<file path="config.mk">
export PLATFORM = sky130hd
export DESIGN_NAME = pwm_peripheral
export DESIGN_NICKNAME = d
export VERILOG_FILES = /design/src/rtl/pwm_peripheral.sv
export SDC_FILE = /design/constraint.sdc
export NUM_CORES = 1
export LEC_CHECK = 0
export BUFFER_PORTS_ARGS = -buffer_cell sky130_fd_sc_hd__buf_2
export CAP_MARGIN = 30
export CORE_MARGIN = 2
export CORE_UTILIZATION = 33
export DETAILED_ROUTE_END_ITERATION = 7
export PLACE_DENSITY_LB_ADDON = 0.08
export SLEW_MARGIN = 20
export SYNTH_ARGS = -nofsm -noshare
export SYNTH_HDL_FRONTEND = slang
export SYNTH_SLANG_ARGS = --single-unit
</file>
<file path="constraint.sdc">
create_clock -name clk -period 2.1 [get_ports clk]
set_input_delay 0.21 -clock clk [delete_from_list [all_inputs] [get_ports clk]]
set_output_delay 0.21 -clock clk [all_outputs]
set_load 0.01 [all_outputs]
</file>
<file path="src/rtl/pwm_peripheral.sv">
// Prescaled 8-bit PWM shared across 16 outputs, each gated by its enable bits.
// Define PWM_DUTY_SHADOW_EN to double-buffer the duty value at the period boundary.
module pwm_peripheral #(
    parameter int unsigned DIV = 13
) (
    input  logic        clk,
    input  logic        rst,
    input  logic [7:0]  en_reg_out_7_0,
    input  logic [7:0]  en_reg_out_15_8,
    input  logic [7:0]  en_reg_pwm_7_0,
    input  logic [7:0]  en_reg_pwm_15_8,
    input  logic [7:0]  pwm_duty_cycle,
    output logic [15:0] out,
    output logic        period_start
);
    localparam logic [15:0] PRE_LAST = 16'(DIV - 1);

    logic [15:0] pre_cnt_q, pre_cnt_d;
    logic [7:0]  pwm_cnt_q, pwm_cnt_d;
    logic [15:0] out_q, out_d;
    logic        period_start_q, period_start_d;
    logic        tick;
    logic        wrap;
    logic [15:0] en_out;
    logic [15:0] en_pwm;
    logic [7:0]  duty_eff;
    logic        pwm_sig;

    assign en_out = {en_reg_out_15_8, en_reg_out_7_0};
    assign en_pwm = {en_reg_pwm_15_8, en_reg_pwm_7_0};
    assign tick   = (pre_cnt_q == PRE_LAST);
    assign wrap   = tick && (pwm_cnt_q == 8'hFF);

`ifdef PWM_DUTY_SHADOW_EN
    logic [7:0] duty_active_q, duty_active_d;

    // Sample the live duty on the wrap edge so the next period uses it whole.
    always_comb begin
        duty_active_d = duty_active_q;
        if (wrap) begin
            duty_active_d = pwm_duty_cycle;
        end
    end

    always_ff @(posedge clk) begin
        if (rst) begin
            duty_active_q <= 8'h00;
        end else begin
            duty_active_q <= duty_active_d;
        end
    end

    assign duty_eff = duty_active_q;
`else
    assign duty_eff = pwm_duty_cycle;
`endif

    // 0xFF is promoted to a true 100% duty instead of 255/256.
    assign pwm_sig = (duty_eff == 8'hFF) || (pwm_cnt_q < duty_eff);

    always_comb begin
        pre_cnt_d      = tick ? 16'd0 : (pre_cnt_q + 16'd1);
        pwm_cnt_d      = tick ? (pwm_cnt_q + 8'd1) : pwm_cnt_q;
        out_d          = en_out & (~en_pwm | {16{pwm_sig}});
        period_start_d = wrap;
    end

    always_ff @(posedge clk) begin
        if (rst) begin
            pre_cnt_q      <= 16'd0;
            pwm_cnt_q      <= 8'd0;
            out_q          <= 16'h0000;
            period_start_q <= 1'b0;
        end else begin
            pre_cnt_q      <= pre_cnt_d;
            pwm_cnt_q      <= pwm_cnt_d;
            out_q          <= out_d;
            period_start_q <= period_start_d;
        end
    end

    assign out          = out_q;
    assign period_start = period_start_q;
endmodule

</file>
Yosys cells after proc, flatten, opt, wreduce, memory -nomap -nowiden
Index checks and enable logic that the tools add are counted.

operators by class
  $add $sub $neg = 2
  $lt $le $gt $ge = 1
  eq/ne operators = 3
  bitwise operators = 3
  reduce and logical (&&, ||, !) cells = 3

operators by type and width
  cell                   count
  $add 16x1->16 const B  1
  $and 16x16->16         1
  $eq 16x4->1 const B    1
  $eq 8x8->1 const B     2
  $not 16->16            1
  $or 16x16->16          1
  $add 8x1->8 const B    1
  $lt 8x8->1             1
  $reduce_or 2->1        1
  $logic_and 1x1->1      1
  $logic_or 1x1->1       1

word-level totals
  register bits = 41
  input bits = 42
  output and inout bits = 17

Longest topological paths before layout
  word-level depth = 4
  mapped depth = 8
  gate-level depth less buffers = 6

Worst setup path after synthesis
Ideal clock, no wire load.

  path type = flip-flop to flip-flop
  start = reg pwm_cnt_q[6]
  end = reg out_q[0] (netlist: out[0])
  arrival time = 1.593 ns
  path slack = 0.387 ns
  stages on the path, launching flop included = 7
  path buffers = 1
  cell sequence = dfxtp_1 > ha_1 > and4_1 > o21ai_0 > o32ai_2 > buf_2 > a21oi_1

between the ends
  word-level cells in the longest chain between the ends = 4

RTL lines
  item                    RTL line  text
  from (decl)             19        logic [7:0] pwm_cnt_q, pwm_cnt_d;
  from (signal assigned)  76        pwm_cnt_q <= pwm_cnt_d;
  $lt 8x8->1              59        assign pwm_sig = (duty_eff == 8'hFF) || (pwm_cnt_q < duty_eff);
  $logic_or 1x1->1        59
  $or 16x16->16           64        out_d = en_out & (~en_pwm | {16{pwm_sig}});
  $and 16x16->16          64
  to (signal assigned)    77        out_q <= out_d;
  to (decl)               20        logic [15:0] out_q, out_d;

No other way between the ends.
A chain may end at the register's enable or synchronous reset.

Worst setup path in the final report
  start = reg pre_cnt_q[0]
  end = reg pwm_cnt_q[7]

between the ends
  word-level cells in the longest chain between the ends = 1

RTL lines
  item                    RTL line  text
  from (decl)             18        logic [15:0] pre_cnt_q, pre_cnt_d;
  from (signal assigned)  75        pre_cnt_q <= pre_cnt_d;
  $eq 16x4->1             31        assign tick = (pre_cnt_q == PRE_LAST);

No other way between the ends.

==> reports/metrics.yaml <==
p_leak_uw: 0.001056
die_width_um: 81.52
synthAdderAreaFrac_pct: 6.309
drv_slew: 0
diodes: 0
final.setup_skew_ns: 0.004544
cts_buffers: 5
hold_violations: 0
setup_viol: 0
ir_worst_vdd_uv: 270.5
setup_tns_ns: 0
cts_setup_buffers: 0
cts.sink_count: 41
drive_gt1_share_pct: 26.24
grt_overflow_total: 0
ys_seq_area_share_pct: 41.39
rows: 28
worstSetupPathType: "register to register"
power_frac_seq_pct: 52.6
reg2reg_to: "pwm_cnt_q[7]$_SDFFE_PP0P_"
chipHeight_um: 81.52
cpPeakStageDelay_ns: 0.54
worstPathRequired_ns: 2.33
synthXorXnorAreaFrac_pct: 5.741
drt.antenna.violating_nets: 0
vias: 1741
grt_max_degree: 27
fillers: 618
cts_repair_resize_count: 0
ys_ff_latch: 41
cts_root_buffer: "clkbuf_8"
ys_warn_count: 0
finalWirelength_um: 4488
gp_congestion: 0.7473
numPortBuffers: 58
whs_ns: 0.07615
grt_usage_pct: 13.83
cap_viol_max_count: 0
multi_input_area_um2: 1062
p_switching_uw: 363.0
cts_tree: "yes"
pwr-share-clk_pct: 38.4
hold_end: "out[10]$_SDFF_PP0_"
rsz0062_at_grt: "no"
run_status: "completed"
tightest_slew_ns: 0.4977
cpMaxStageDelayCell: "or4_1"
hold_buffers: 0
yosys.area.top_type: "dfxtp_1"
path_clk_slew_ns: 0.08
min_path_type: "primary input to register"
swShare_pct: 23.67
crit_buf_inv: 1
synth_area_um2: 1983
drc: 0
crit_path_start_kind: "register"
synth_flop_cell: "dfxtp_1"
final_cell_mix: "58 x buf_2, 41 x dfxtp_1, 26 x a21oi_1, 25 x nor2_1, 18 x nand2b_1"
io_pins: 59
clk_latency_ns: 0.29
cp_max_fo: 5
max_freq_mhz: 580.7
hp-start: "en_reg_pwm_15_8[2]"
antenna_found_initial: 0
cts_buffer_depth: 2
grt_pass1_vias: 1572
reg2reg_from: "pre_cnt_q[0]$_SDFF_PP0_"
synth_area_leaders: "dfxtp_1 41%, a21oi_1 6.6%, ha_1 6.3%"
holdPathStages: 2
finalCritPeriodShare_pct: 82.00
syn-instance-count: 224
power_density_nw_per_um2: 629.6
path_delay_family: "simple AND/OR/NAND/NOR gates"
coreArea_um2: 5851
postSynthAreaPerCell_um2: 8.853
synthSimpleGateAreaFrac_pct: 29.02
synth_top_family_by_area: "simple AND/OR/NAND/NOR gates"
synth_cell_type_count: 37
h-tree-depth: 2
r2r_slack_ns: 0.38
synthMuxAreaShare_pct: 0
r2r_cells: 6
critPathArrivalTime_ns: 1.95
wl_per_cell_um: 12.57
hpwlAfterDp_um: 3304
start_util_pct: 33.90
slew_headroom_pct: 65.96
nNetsFinal: 333
seq_area_um2: 820.8
synth_edf_count: 0
synth-compound-area-share_pct: 12.49
grt_pass1_wl_um: 7148
power.internal_uw: 1171
end_kind: "register"
via_per_inst: 4.877
period_needed_ns: 1.722
p_comb_share_pct: 9.0
area_delta_synth_final_pct: 22.84
dr.pass1.iters: 4
yosysTopAreaCellShare_pct: 41.39
final_common_cell: "buf_2"
crit_chain: "inv_1 > ha_1 > nor4b_4 > nand4_2 > or4_1 > a21oi_1"
drt_iter0_markers: 101
async_flop_share_pct: 0
p_total_uw: 1534
syn_nets: 276
die_area_um2: 6646
## cell type report
type | count | share of cell area (%)
multi-input combinational | 160 | 43.61
sequential | 41 | 33.69
timing repair buffer | 60 | 12.53
clock buffer | 7 | 3.955
tap | 75 | 3.852
inverter | 13 | 2.003
clock inverter | 1 | 0.3595
## metrics by stage
| step | utilization, % | instance area, µm² | instances | setup slack [ns] |
|---|---|---|---|---|
| 2_1_floorplan | - | 1983 | 224 | 0.3875 |
| 3_3_place_gp | 39.84 | 2331 | 349 | 0.3653 |
| 3_5_place_dp | 39.84 | 2331 | 349 | 0.3776 |
| 4_1_cts | 41.64 | 2436 | 357 | 0.3544 |
| 5_1_grt | 41.64 | 2436 | 357 | 0.2051 |
| 6_report | 41.64 | 2436 | 357 | 0.3780 |
## registers in the layout, indices dropped and copies added (netlist names)
| signal | flops |
|---|---|
| out | 16 |
| pre_cnt_q | 16 |
| pwm_cnt_q | 8 |
| period_start | 1 |
## power groups by stage
| stage | Combinational (µW) | Clock [µW] | Sequential [µW] |
|---|---|---|---|
| floorplan | 61.7 | 0 | 834 |
| global placement | 140 | 0 | 825 |
| detailed placement | 141 | 0 | 826 |
| CTS | 141 | 625 | 807 |
| global route | 157 | 647 | 810 |
| finish | 138 | 589 | 807 |
## per-layer routing
| metal | GRT usage (%) | wire [µm] | up-vias |
|---|---|---|---|
| li1 | - | - | 904 |
| met1 | 17.64 | 2126 | 805 |
| met2 | 22.95 | 2167 | 30 |
| met3 | 3.297 | 166 | 2 |
| met4 | 4.576 | 27 | 0 |
| met5 | 0 | 0 | - |
## Yosys cell counts (2+ instances only)
| cell | n |
|---|---|
| and3_1 | 4 |
| nand3_1 | 12 |
| xor2_1 | 7 |
| nand2b_1 | 18 |
| nand4_1 | 9 |
| and4_1 | 3 |
| inv_1 | 13 |
| nand4b_1 | 4 |
| or4_1 | 2 |
| ha_1 | 10 |
| o21ai_0 | 2 |
| o41ai_1 | 4 |
| nor4_1 | 2 |
| xnor2_1 | 6 |
| dfxtp_1 | 41 |
| a21oi_1 | 26 |
| nor3_1 | 3 |
| clkbuf_2 | 2 |
| nor2_1 | 25 |
| clkbuf_1 | 4 |
| nand2_1 | 7 |
| buf_2 | 3 |
| o31ai_1 | 3 |
## cells by family after synthesis
family          Yosys count
compound gates           40
simple gates             97
flops                    41
xor+xnor                 13
fa+ha+maj                10
buf+inv                  23
## worst reg2reg max path, cell delays in order, from the launching register on
cell and delay [ns]:
dfxtp_1 0.35, inv_1 0.06, ha_1 0.17, nor4b_4 0.20
nand4_2 0.20, or4_1 0.54, a21oi_1 0.14
## how the worst max path moves through the flow
stage / startpoint / to / slack, ns / cells after the start
2_1_floorplan: pwm_cnt_q[6]$_SDFFE_PP0P_ / out[0]$_SDFF_PP0_ / 0.39 / 6
3_3_place_gp: pre_cnt_q[0]$_SDFF_PP0_ / pwm_cnt_q[7]$_SDFFE_PP0P_ / 0.37 / 6
3_5_place_dp: pre_cnt_q[0]$_SDFF_PP0_ / pwm_cnt_q[7]$_SDFFE_PP0P_ / 0.38 / 6
4_1_cts: pre_cnt_q[0]$_SDFF_PP0_ / pwm_cnt_q[7]$_SDFFE_PP0P_ / 0.35 / 6
5_1_grt: pre_cnt_q[0]$_SDFF_PP0_ / pwm_cnt_q[7]$_SDFFE_PP0P_ / 0.21 / 6
6_report: pre_cnt_q[0]$_SDFF_PP0_ / pwm_cnt_q[7]$_SDFFE_PP0P_ / 0.38 / 6
Power figures use the tool's default switching activity.
